==> config.mk <==
export PLATFORM = sky130hd
export DESIGN_NAME = dma_controller
export DESIGN_NICKNAME = d
export VERILOG_FILES = /design/src/rtl/dma_controller_pkg.sv /design/src/rtl/dma_controller_word_timer.sv /design/src/rtl/dma_controller.sv
export SDC_FILE = /design/constraint.sdc
export NUM_CORES = 1
export LEC_CHECK = 0
export ABC_AREA = 1
export BUFFER_PORTS_ARGS = -buffer_cell sky130_fd_sc_hd__buf_2
export CORE_UTILIZATION = 45
export CTS_CLUSTER_DIAMETER = 40
export DETAILED_ROUTE_END_ITERATION = 8
export GPL_TIMING_DRIVEN = 0
export PLACE_DENSITY_LB_ADDON = 0.05
export REMOVE_ABC_BUFFERS = 1
export SLEW_MARGIN = 10
export SYNTH_ARGS = -nofsm -noshare
export SYNTH_HDL_FRONTEND = slang
export SYNTH_SLANG_ARGS = --single-unit
==> constraint.sdc <==
create_clock -name clk -period 4.2 [get_ports clk]
set_input_delay 0.63 -clock clk [delete_from_list [all_inputs] [get_ports clk]]
set_output_delay 0.63 -clock clk [all_outputs]
set_load 0.05 [all_outputs]
==> src/rtl/dma_controller_pkg.sv <==
// ---------------------------------------------------------------------------
// dma_controller_pkg
// Shared definitions for the DMA engine: default widths and timing, the FSM
// state encoding and a small width helper for counters.
// Imported by dma_controller and dma_controller_word_timer. The CPU side can
// import it for the command width.
// Optional feature macro used by the engine: DMA_CYCLE_STEAL_EN.
// ---------------------------------------------------------------------------
package dma_controller_pkg;

  localparam int unsigned DMA_WORD_SIZE     = 16;
  localparam int unsigned DMA_WRITE_LATENCY = 2;
  localparam int unsigned DMA_BURST_LEN     = 4;

  typedef enum logic [2:0] {
    ST_IDLE = 3'd0,
    ST_REQ  = 3'd1,
    ST_XFER = 3'd2,
    ST_GAP  = 3'd3,
    ST_DONE = 3'd4
  } dma_state_e;

  // Bits needed to count 0..n-1 (at least one bit).
  function automatic int unsigned cnt_width(input int unsigned n);
    return (n > 1) ? $clog2(n) : 1;
  endfunction

endpackage

==> src/rtl/dma_controller_word_timer.sv <==
// ---------------------------------------------------------------------------
// dma_controller_word_timer
// Counts the WRITE_LATENCY cycles of one memory write. While paused (bus
// grant lost) the count is held at zero so the word restarts in full once
// the grant returns.
// Ports:
//   clk      in  rising-edge clock
//   reset_n  in  synchronous active-low reset
//   run_i    in  engine is in its transfer state
//   pause_i  in  bus grant currently missing
//   first_o  out current cycle is the first cycle of a word
//   done_o   out current cycle completes the word
// ---------------------------------------------------------------------------
module dma_controller_word_timer
  import dma_controller_pkg::*;
#(
  parameter int unsigned WRITE_LATENCY = DMA_WRITE_LATENCY
) (
  input  logic clk,
  input  logic reset_n,
  input  logic run_i,
  input  logic pause_i,
  output logic first_o,
  output logic done_o
);

  localparam int unsigned CW = cnt_width(WRITE_LATENCY);
  localparam logic [CW-1:0] LAST = CW'(WRITE_LATENCY - 1);

  if (WRITE_LATENCY < 1) begin : g_bad_latency
    $error("WRITE_LATENCY must be >= 1");
  end

  logic [CW-1:0] count_q, count_d;

  always_comb begin
    count_d = count_q;
    if (!run_i || pause_i) begin
      count_d = '0;
    end else if (count_q == LAST) begin
      count_d = '0;
    end else begin
      count_d = count_q + 1'b1;
    end
  end

  always_ff @(posedge clk) begin
    if (!reset_n) begin
      count_q <= '0;
    end else begin
      count_q <= count_d;
    end
  end

  assign first_o = (count_q == '0);
  assign done_o  = run_i & ~pause_i & (count_q == LAST);

endmodule

==> src/rtl/dma_controller.sv <==
// ---------------------------------------------------------------------------
// dma_controller
// Bus-master DMA engine. Takes a (dest address, word count) command, requests
// the data-memory bus with BR/BG, copies words from the external device
// buffer into memory and pulses dma_done when finished.
// Ports:
//   clk, reset_n         clock, synchronous active-low reset
//   cmd_valid/cmd_ready  command handshake (see below)
//   cmd_addr, cmd_len    first destination address, number of words
//   BR / BG              bus request out / bus grant in
//   ed_index / ed_data   device buffer word offset out / word in (comb)
//   dma_writeM           memory write strobe
//   dma_address/dma_data memory address / write data (zero when not writing)
//   dma_done             one-cycle completion interrupt
//   dbg_state_o          current FSM state, for observation only
// Handshake: a command is taken on any rising edge where cmd_valid and
// cmd_ready are both 1; cmd_ready is 1 only while idle, so commands offered
// while busy are dropped, not queued.
// Optional feature: DMA_CYCLE_STEAL_EN releases the bus for one cycle after
// every BURST_LEN words and re-requests it.
// ---------------------------------------------------------------------------
module dma_controller
  import dma_controller_pkg::*;
#(
  parameter int unsigned WORD_SIZE     = DMA_WORD_SIZE,
  parameter int unsigned WRITE_LATENCY = DMA_WRITE_LATENCY,
  parameter int unsigned BURST_LEN     = DMA_BURST_LEN
) (
  input  logic                 clk,
  input  logic                 reset_n,
  input  logic                 cmd_valid,
  input  logic [WORD_SIZE-1:0] cmd_addr,
  input  logic [WORD_SIZE-1:0] cmd_len,
  output logic                 cmd_ready,
  output logic                 BR,
  input  logic                 BG,
  output logic [WORD_SIZE-1:0] ed_index,
  input  logic [WORD_SIZE-1:0] ed_data,
  output logic                 dma_writeM,
  output logic [WORD_SIZE-1:0] dma_address,
  output logic [WORD_SIZE-1:0] dma_data,
  output logic                 dma_done,
  output logic [2:0]           dbg_state_o
);

  if (BURST_LEN < 1) begin : g_bad_burst
    $error("BURST_LEN must be >= 1");
  end

  dma_state_e           state_q, state_d;
  logic [WORD_SIZE-1:0] base_q, base_d;
  logic [WORD_SIZE-1:0] len_q, len_d;
  logic [WORD_SIZE-1:0] index_q, index_d;
  logic [WORD_SIZE-1:0] data_q, data_d;
`ifdef DMA_CYCLE_STEAL_EN
  logic [WORD_SIZE-1:0] burst_q, burst_d;
`endif

  logic xfer_run;
  logic writing;
  logic word_first;
  logic word_done;
  logic last_word;

  assign xfer_run  = (state_q == ST_XFER);
  // Losing the grant mid-transfer kills the strobe in the same cycle.
  assign writing   = xfer_run & BG;
  assign last_word = (index_q == len_q - 1'b1);

  dma_controller_word_timer #(
    .WRITE_LATENCY (WRITE_LATENCY)
  ) u_word_timer (
    .clk     (clk),
    .reset_n (reset_n),
    .run_i   (xfer_run),
    .pause_i (~BG),
    .first_o (word_first),
    .done_o  (word_done)
  );

  always_comb begin
    state_d     = state_q;
    base_d      = base_q;
    len_d       = len_q;
    index_d     = index_q;
    data_d      = data_q;
`ifdef DMA_CYCLE_STEAL_EN
    burst_d     = burst_q;
`endif
    cmd_ready   = 1'b0;
    BR          = 1'b0;
    dma_writeM  = 1'b0;
    dma_address = '0;
    dma_data    = '0;
    dma_done    = 1'b0;

    case (state_q)
      ST_IDLE: begin
        cmd_ready = 1'b1;
        index_d   = '0;
        if (cmd_valid) begin
          base_d  = cmd_addr;
          len_d   = cmd_len;
`ifdef DMA_CYCLE_STEAL_EN
          burst_d = '0;
`endif
          state_d = (cmd_len == '0) ? ST_DONE : ST_REQ;
        end
      end

      ST_REQ: begin
        BR = 1'b1;
        if (BG) begin
          state_d = ST_XFER;
        end
      end

      ST_XFER: begin
        BR          = 1'b1;
        dma_writeM  = writing;
        if (writing) begin
          // Address wraps naturally at 2^WORD_SIZE.
          dma_address = base_q + index_q;
          // On the first cycle of a word the device word is passed straight
          // through and captured; later cycles replay the captured copy.
          dma_data    = word_first ? ed_data : data_q;
          if (word_first) begin
            data_d = ed_data;
          end
        end
        if (word_done) begin
          if (last_word) begin
            index_d = '0;
            state_d = ST_DONE;
          end else begin
            index_d = index_q + 1'b1;
`ifdef DMA_CYCLE_STEAL_EN
            if (burst_q == WORD_SIZE'(BURST_LEN - 1)) begin
              burst_d = '0;
              state_d = ST_GAP;
            end else begin
              burst_d = burst_q + 1'b1;
            end
`endif
          end
        end
      end

      // One cycle with BR low so the CPU can take the bus back.
      ST_GAP: begin
        state_d = ST_REQ;
      end

      ST_DONE: begin
        dma_done = 1'b1;
        state_d  = ST_IDLE;
      end

      default: begin
        state_d = ST_IDLE;
      end
    endcase
  end

  always_ff @(posedge clk) begin
    if (!reset_n) begin
      state_q <= ST_IDLE;
      base_q  <= '0;
      len_q   <= '0;
      index_q <= '0;
      data_q  <= '0;
`ifdef DMA_CYCLE_STEAL_EN
      burst_q <= '0;
`endif
    end else begin
      state_q <= state_d;
      base_q  <= base_d;
      len_q   <= len_d;
      index_q <= index_d;
      data_q  <= data_d;
`ifdef DMA_CYCLE_STEAL_EN
      burst_q <= burst_d;
`endif
    end
  end

  assign ed_index    = index_q;
  assign dbg_state_o = state_q;

endmodule
======== Word level (Yosys, flattened, before mapping) ========
Index checks and enable logic that the tools add are counted.
word-level totals
  input port bits ......................... 52
  bits in writable memories ............... 0
  flip-flop bits (word level) ............. 68
  memories ................................ 0
  output and inout bits ................... 55
  bits in latches ......................... 0
  memory bits (read-only) ................. 0
operators by class
  order comparisons ....................... 0
  multiplexer cells ....................... 18
  reductions and logical operators ........ 11
  bitwise operators ....................... 4
  equal/unequal tests ..................... 9
  multipliers ............................. 0
  add/subtract/negate cells ............... 4
  div/mod/pow operators ................... 0
  shift operators ......................... 0
operators by type and width
  cell                                                number
  two-way mux 16 bit                                  7
  one-hot mux 16 bit (2 select lines)                 1
  adder 16 x 1 -> 16 bit, second input constant       1
  adder 16 bit                                        1
  == test 16 bit                                      1
  logical NOT 16 bit                                  1
  subtractor 16 x 1 -> 16 bit, second input constant  1
  two-way mux 3 bit                                   5
  one-hot mux 3 bit (4 select lines)                  1
  inequality test 2 bit, second input constant        4
  == test 3 x 2 -> 1 bit, second input constant       2
  AND reduction 2 bit                                 3
  two-way mux 1 bit                                   4
  AND reduction 4 bit                                 1
  == test 3 x 1 -> 1 bit, second input constant       1
  == test 3 bit, second input constant                1
  logical NOT 3 bit                                   1
  OR reduction 3 bit                                  1
  bitwise AND 1 bit                                   2
  inverter 1 bit                                      2
  nonzero test 2 bit                                  1
  OR reduction 2 bit                                  1
  adder 1 bit, second input constant                  1
  logical NOT 1 bit                                   1
  logical OR 1 bit                                    1

======== Logic depth before layout (Yosys ltp) ========
Gate-level depths: netlist of run 1.
  word-level depth ........................ 5
  depth in mapped cells ................... 14
  mapped depth without buffers ............ 14

======== Hierarchy ========
Synthesis of run 1 repeated with hierarchy kept, for this count alone.
unflattened totals
  cells, all modules ...................... 707
  area total of the unflattened synthesis .. 4,625.7 um^2
by module, submodules not included
  module                     seq. area each (um^2)  cells an instance  times used  area an instance (um^2)
  dma_controller             1,341.3                700                1           4,575.6
  dma_controller_word_timer  20.0                   7                  1           50.0

======== Worst setup path after synthesis of run 1 ========
No wires, ideal clock.
  path kind ............................... register -> output
  from .................................... reg state_q[1] (netlist: dbg_state_o[1])
  to ...................................... out dma_address[11]
  data arrival time ....................... 2.785 ns
  slack ................................... 0.785 ns
  required time ........................... 3.570 ns
  stages on the path, launching flop included .. 8
  path buffers ............................ 1
  path through ............................ dfxtp_1 inv_2 nor3_4 inv_2 nor2_4 clkbuf_1 o21ai_0 a21oi_1
on the way
  cells in the longest elaborated chain, start to end .. 4
ends and longest elaborated chain
  item                      RTL line                                    RTL
  start: declaration        dma_controller.sv:50                        dma_state_e state_q, state_d;
  start signal: assignment  dma_controller.sv:176                       state_q <= state_d;
  == test 3 x 2 -> 1 bit *  dma_controller.sv:65, dma_controller.sv:97
  bitwise AND 1 bit         dma_controller.sv:67                        assign writing = xfer_run & BG;
  two-way mux 16 bit        dma_controller.sv:121                       if (writing) begin
  two-way mux 16 bit *      dma_controller.sv:97                        case (state_q)
  end: declaration          dma_controller.sv:40                        output logic [WORD_SIZE-1:0] dma_address,
Every way passes the cells marked *; elsewhere a longest branch is shown, timed or not.

======== Final worst setup path of run 1 ========
  from .................................... reg state_q[1] (netlist: dbg_state_o[1])
  to ...................................... out dma_data[7]
on the way
  cells in the longest elaborated chain, start to end .. 4
ends and longest elaborated chain
  item                      RTL line                                    RTL
  == test 3 x 2 -> 1 bit *  dma_controller.sv:65, dma_controller.sv:97
  bitwise AND 1 bit         dma_controller.sv:67
  two-way mux 16 bit        dma_controller.sv:121
  two-way mux 16 bit *      dma_controller.sv:97
  end: declaration          dma_controller.sv:41                        output logic [WORD_SIZE-1:0] dma_data,
Marks and branches as above.

==> metrics.txt, run 1 <==
global route overflow=0; Tmin final=between 3000 and 4000 ps; Yosys reg bits=between 60 and 70; Initial Utilization=46.6%; first-pass GRT wire length=just over 20000 microns; post-synthesis sequential area ratio=29.8%; Residual DRC=0; worst skew pair latency=360 ps; Post-synth EDFFs=0; worst-path maximum fanout=21; area grow syn2layout=17.9%; warnings from Yosys=0; max cap viols=0; Max Buffers Root-to-Sink=2; Peak Freq=290 MHz; CP Class=reg -> out; core area=9820 sq um; CTS Root Cell=clkbuf_8; hold_buf cts=0; Final Max Slew Viols=0; antenna violations before repair=0; Synth top area share=29.8%; CTS sink count=68; fillcell total=1077; Cell Rows=36; WHS=463 ps; final antenna diode count=0; die height=103 microns; utilization after layout=between 50 and 60%; Detailed Route WL=roughly 13000 microns; RSZ-0062 raised after global routing=no; share of cells above drive strength 1=20.2%; Routed WL per cell=13.5 microns; CP arrival=2820 ps; setup tns final=0 ps; clk_skew=roughly 16 ps; worst-margin pin slew=1020 ps; chip width=between 100 and 150 microns; non-filler cells in the finished layout=943; via count=4836; cell taking the most area after synthesis=dfxtp_1; Mapped Area=4570 sq um; Unique masters post-synth=38; Synth area leaders=dfxtp_1, nand2_1, a21oi_1; status=completed; Lkg Pwr=between 2 and 2.5 nW; Starting DRT DRC Count=slightly below 200; dpl cells=927; worst path required time=around 3600 ps; pre-CTS setup slack=between 1000 and 1500 ps; pin count of the biggest net entering global routing=between 50 and 60; CP Launch Type=register; Cell Pwr Density=approximately 520 nW/um^2; Pre-Repair DR Iteration Count=4; CP Launch Point=dbg_state_o[1]; final worst slack=755 ps; RR Startpoint=dbg_state_o[1]; FF-to-FF path depth=10; Post-CTS Setup Repair Bufs=0; RR Endpoint=ed_index[11]; post-route ant nets=0; CTS tree=done; # setup viols final=0; final hold viol count=0; worst setup path end=dma_data[7]; Gates resized, CTS repair=0; Relative slew margins=32.0%; Gate Count Post-Synth=711; Worst Hold Class=reg -> reg; total CTS buffers=9; commonest non-fill, non-tap cell in the layout=nand2_1; dpl hpwl=9370 microns; die area=10600 sq um; post-layout net count=875; Post-synth ARST share=0%; Ports=107; maximum VDD drop=0.286 mV; routed vias/inst=5.13; vias in the first global route=4397; CTS H-tree depth=3; placer's final routability congestion estimate=between 0.9 and 1; R2R Setup Slk=between 1500 and 2000 ps; port bufs=around 110; Avg Synthesized Cell Area=6.43 sq um; most frequent cells in the layout=nand2_1, buf_2, a21oi_1, dfxtp_1, nand3_1; clock slew seen by the registers of the worst setup and hold paths=80 ps; ys flop type=dfxtp_1; Final Cycle Share=slightly above 80%; CP endpoint kind=output port; Total GRT Usage=25.1%
-- worst max-delay path, stage by stage (launching register included) --
cell and delay, ps:
dfxtp_1 440, inv_2 100, nor3_4 270, inv_2 120, nor2_4 270, nand2_1 400, inv_2 430, nand2_1 100
nand2_1 80, buf_2 250
-- area by class of cell --
| type | instances | area [sq um] | area share (%) |
|---|---|---|---|
| flip-flops and latches | 68 | 1360 | 25.2 |
| clock inverters | 5 | 58.8 | 1.09 |
| repair buffers | 107 | 546 | 10.1 |
| clock buffers | 11 | 151 | 2.81 |
| multi-input cells | 558 | 2880 | 53.4 |
| inverters | 61 | 229 | 4.25 |
| well taps | 133 | 166 | 3.09 |
-- layer usage --
layer	GRT usage (%)	vias to the layer above	routed length (microns)
met5	0	-	0
met4	5.85	0	110
met3	5.22	10	741
met2	42.4	132	5800
met1	32.8	2175	6070
li1	-	2519	-
-- metrics by stage --
| stage | power (mW) | cell area [sq um] |
|---|---|---|
| floorplan | 1.86 | 4460 |
| global route | 3.01 | 5390 |
| global placement | 2.16 | 5160 |
| CTS | 2.80 | 5390 |
| finish | 2.79 | 5390 |
| detailed placement | 2.21 | 5180 |
-- where the power goes --
| group | switching, mW | internal (mW) |
|---|---|---|
| logic | 0.919 | 0.403 |
| registers | 0.127 | 0.752 |
| clock network | 0.279 | 0.308 |
-- sequential cells by signal, indices dropped and copies added, names as in the netlist --
signal	cells
ed_index	16
u_word_timer.count_q	1
len_q	16
dbg_state_o	3
base_q	16
data_q	16
-- cell families (layout without fill, tap and decap cells) --
| kind of cell | Yosys count | after routing | share of synthesized area (%) |
|---|---|---|---|
| compound gates | 125 | 125 | 14.3 |
| xor+xnor | 24 | 24 | 4.60 |
| fa+ha+maj | 18 | 18 | 5.09 |
| buf+inv | 85 | 184 | 7.44 |
| flops | 68 | 68 | 29.8 |
| simple gates | 391 | 391 | 38.8 |
-- Yosys cell counts, types with 2 or more instances --
master    instances
nor3_2            6
nand2_1         222
clkbuf_1         16
nor2_4            7
nor2_1           54
nand4_1           7
nor2_2            4
inv_2             9
nand2_2           5
buf_4             2
nand3b_1          6
o21ai_0          31
dfxtp_1          68
a21oi_1          85
ha_1             17
nor4_1            5
nand3_1          58
nand3_2           4
inv_1            52
xnor2_1          10
xor2_1           14
o21bai_1          2
buf_2             5
nor3_1            8
-- worst min-delay path by stage --
stage / slack (ps) / cells past startpoint / endpoint / startpoint
global route: 480 / 2 / data_q[3] / data_q[3]
finish: 460 / 2 / data_q[6] / data_q[6]
detailed placement: 450 / 2 / data_q[1] / data_q[1]
floorplan: 440 / 2 / data_q[0] / data_q[0]
CTS: 470 / 2 / data_q[1] / data_q[1]
global placement: 450 / 2 / data_q[8] / data_q[8]
Note: power is estimated with default switching activity, not from simulation.
==> inputs of run 2 (changes only) <==
==> constraint.sdc (replaced) <==
create_clock -name clk -period 2.95 [get_ports clk]
set_input_delay 0.4425 -clock clk [delete_from_list [all_inputs] [get_ports clk]]
set_output_delay 0.4425 -clock clk [all_outputs]
set_load 0.05 [all_outputs]
==> run 2 against run 1 <==
Die area is the same. Total power grew 43%. Non-clock buffer count grew 4. Final cell count grew 0.42%. Sequential power grew 43%. Flip-flop and latch count is the same. Via count grew 1.0%. Final area grew 2.4%. Critical path depth grew 3. Critical path type unchanged. Largest power group unchanged.
==> metrics.txt, run 2 (synthesis results as in run 1) <==
clk_skew=17.5 ps (+0.986 ps); worst-path maximum fanout=6 (-71%); Pre-Repair DR Iteration Count=4 (unchanged); CP endpoint kind=output port; routed vias/inst=5.16 (+0.59%); dpl hpwl=9370 microns (unchanged); Residual DRC=0 (unchanged); worst path required time=2510 ps (-1060 ps); area grow syn2layout=20.8%; CTS tree=done; CTS sink count=68 (unchanged); RR Startpoint=dbg_state_o[0]; CP arrival=2360 ps (-460 ps); status=completed; vias in the first global route=4403 (+0.14%); worst skew pair latency=350 ps (about the same); Seq pwr share=31.4% (about the same); die area=10600 sq um (unchanged); maximum VDD drop=0.407 mV (+42%); worst path bufs/invs=1 (-3); Worst Hold Class=in -> reg; Combinational Power Share=47.7% (+0.3 points); post-route ant nets=0 (unchanged); CTS H-tree depth=3 (unchanged); antenna violations before repair=0 (unchanged); first-pass GRT wire length=20800 microns (+0.13%); via count=4885 (+1.0%); CTS Root Cell=clkbuf_8; CP Class=reg -> out; Clk pwr share=20.9% (about the same); hold depth=3 (+1); FF-to-FF path depth=5 (-5); placer's final routability congestion estimate=0.904 (unchanged); Peak Freq=356 MHz; P_int=2.10 mW (+44%); final antenna diode count=0 (unchanged); utilization after layout=56.3% (+1.3 points); pin count of the biggest net entering global routing=55 (unchanged); clock slew seen by the registers of the worst setup and hold paths=90 ps (about the same); CP Cell Sequence=ha_4 -> fa_2 -> nand3_1 -> nand3_2 -> nand3_2 -> nand3_4 -> nand2_2 -> nand2_1 -> a21oi_2 -> o21ai_1 -> a21oi_1 -> buf_4; delay-heaviest family, CP=simple AND/OR/NAND/NOR gates; R2R Setup Slk=680 ps (-990 ps); Final Cycle Share=95.2%; Starting DRT DRC Count=205 (+4.6%); Routed WL per cell=13.5 microns (+0.31%); Tot Pwr=3.99 mW (+43%); Initial Utilization=46.6% (unchanged); commonest non-fill, non-tap cell in the layout=nand2_1; chip width=103 microns (unchanged); global route overflow=0 (unchanged); hold_buf cts=0 (unchanged); Cell Pwr Density=723 nW/um^2 (+40%); Critical Path Slowest Stage Cell=dfxtp_4; hold endpoint=data_q[0]; cell mode on critical path=nand3_2; post-layout net count=879 (+0.46%); final hold viol count=0 (unchanged); Detailed Route WL=12800 microns (+0.74%); port bufs=106 (unchanged); Total GRT Usage=25.1% (+0.047 points); Crit path largest cell delay=380 ps (-60 ps); most frequent cells in the layout=nand2_1, buf_2, a21oi_1, dfxtp_1, nand3_1; CP Launch Type=register; core area=9820 sq um (unchanged); share of cells above drive strength 1=23.2% (+3.0 points); Lkg Pwr=2.55 nW (+2.2%); max cap viols=0 (unchanged); Relative slew margins=32.5% (+0.48 points); die height=103 microns (unchanged); Final Max Slew Viols=0 (unchanged); total CTS buffers=9 (unchanged); worst-margin pin slew=1010 ps (-7.27 ps); Max Buffers Root-to-Sink=2 (unchanged); Cell Rows=36 (unchanged); Ports=107 (unchanged); switching power=1.89 mW (+43%); # setup viols final=0 (unchanged); Switching Fraction=47.4% (-0.095 points); fillcell total=1066 (-1.0%); RR Endpoint=len_q[8]; min-delay src=ed_data[0]; Tmin final=~2800 ps; WHS=353 ps (-111 ps)
## run 2: power by group through the flow
stage	Sequential [mW]	Clock, mW	Combinational (mW)
after floorplan	1.30	0	1.34
after global placement	1.26	0	1.81
after detailed placement	1.27	0	1.88
after CTS	1.25	0.849	1.90
after global routing	1.28	0.884	2.16
final	1.26	0.833	1.91
## run 2: how the worst max path moves through the flow
stage / startpoint / to / slack (ps) / cells past startpoint
final: ed_index[0] / dma_address[14] / 140 / 12
after global placement: dbg_state_o[0] / len_q[8] / -1080 / 4
after floorplan: dbg_state_o[0] / len_q[0] / -650 / 4
after detailed placement: dbg_state_o[1] / dma_data[7] / 110 / 9
after global routing: ed_index[0] / dma_address[10] / -30 / 10
after CTS: ed_index[4] / dma_address[15] / 10 / 9
## run 2: timing repair
item                                    CTS  global route
endpoints found under the setup margin   18            20
resized for setup                        13            19
buffers inserted                          1             3
pin swaps                                 1             4
## run 2: per-stage QoR
step	setup slack, ps	area, sq um	std cells	setup TNS [ps]
after detailed placement	108	5180	927	0
after floorplan	-646	4460	687	-17410
final	143	5520	947	0
after CTS	10.9	5450	944	0
after global routing	-26.0	5520	947	-26.0
after global placement	-1080	5160	926	-24720
## run 2: worst min-delay path: cells and delay by family
kind                   cells  cell delay, ps
AND/OR/NAND/NOR            1              70
buffers and inverters      1              90
AO/OA/AOI/OAI              1              60
## run 2: area by class of cell
cell class,instances,area (sq um),area share (%)
sequential,68,1380,25.0
multi-input combinational,558,2940,53.3
timing repair buffer,111,593,10.7
inverter,61,231,4.19
tap,133,166,3.01
clock buffer,11,151,2.74
clock inverter,5,58.8,1.06
## run 2: layer usage
metal | up-vias | GRT usage (%) | wire length, microns
met5 | - | 0 | 0
met4 | 0 | 5.85 | 137
met3 | 12 | 5.22 | 680
met2 | 130 | 42.4 | 5790
met1 | 2218 | 32.9 | 6210
li1 | 2525 | - | -
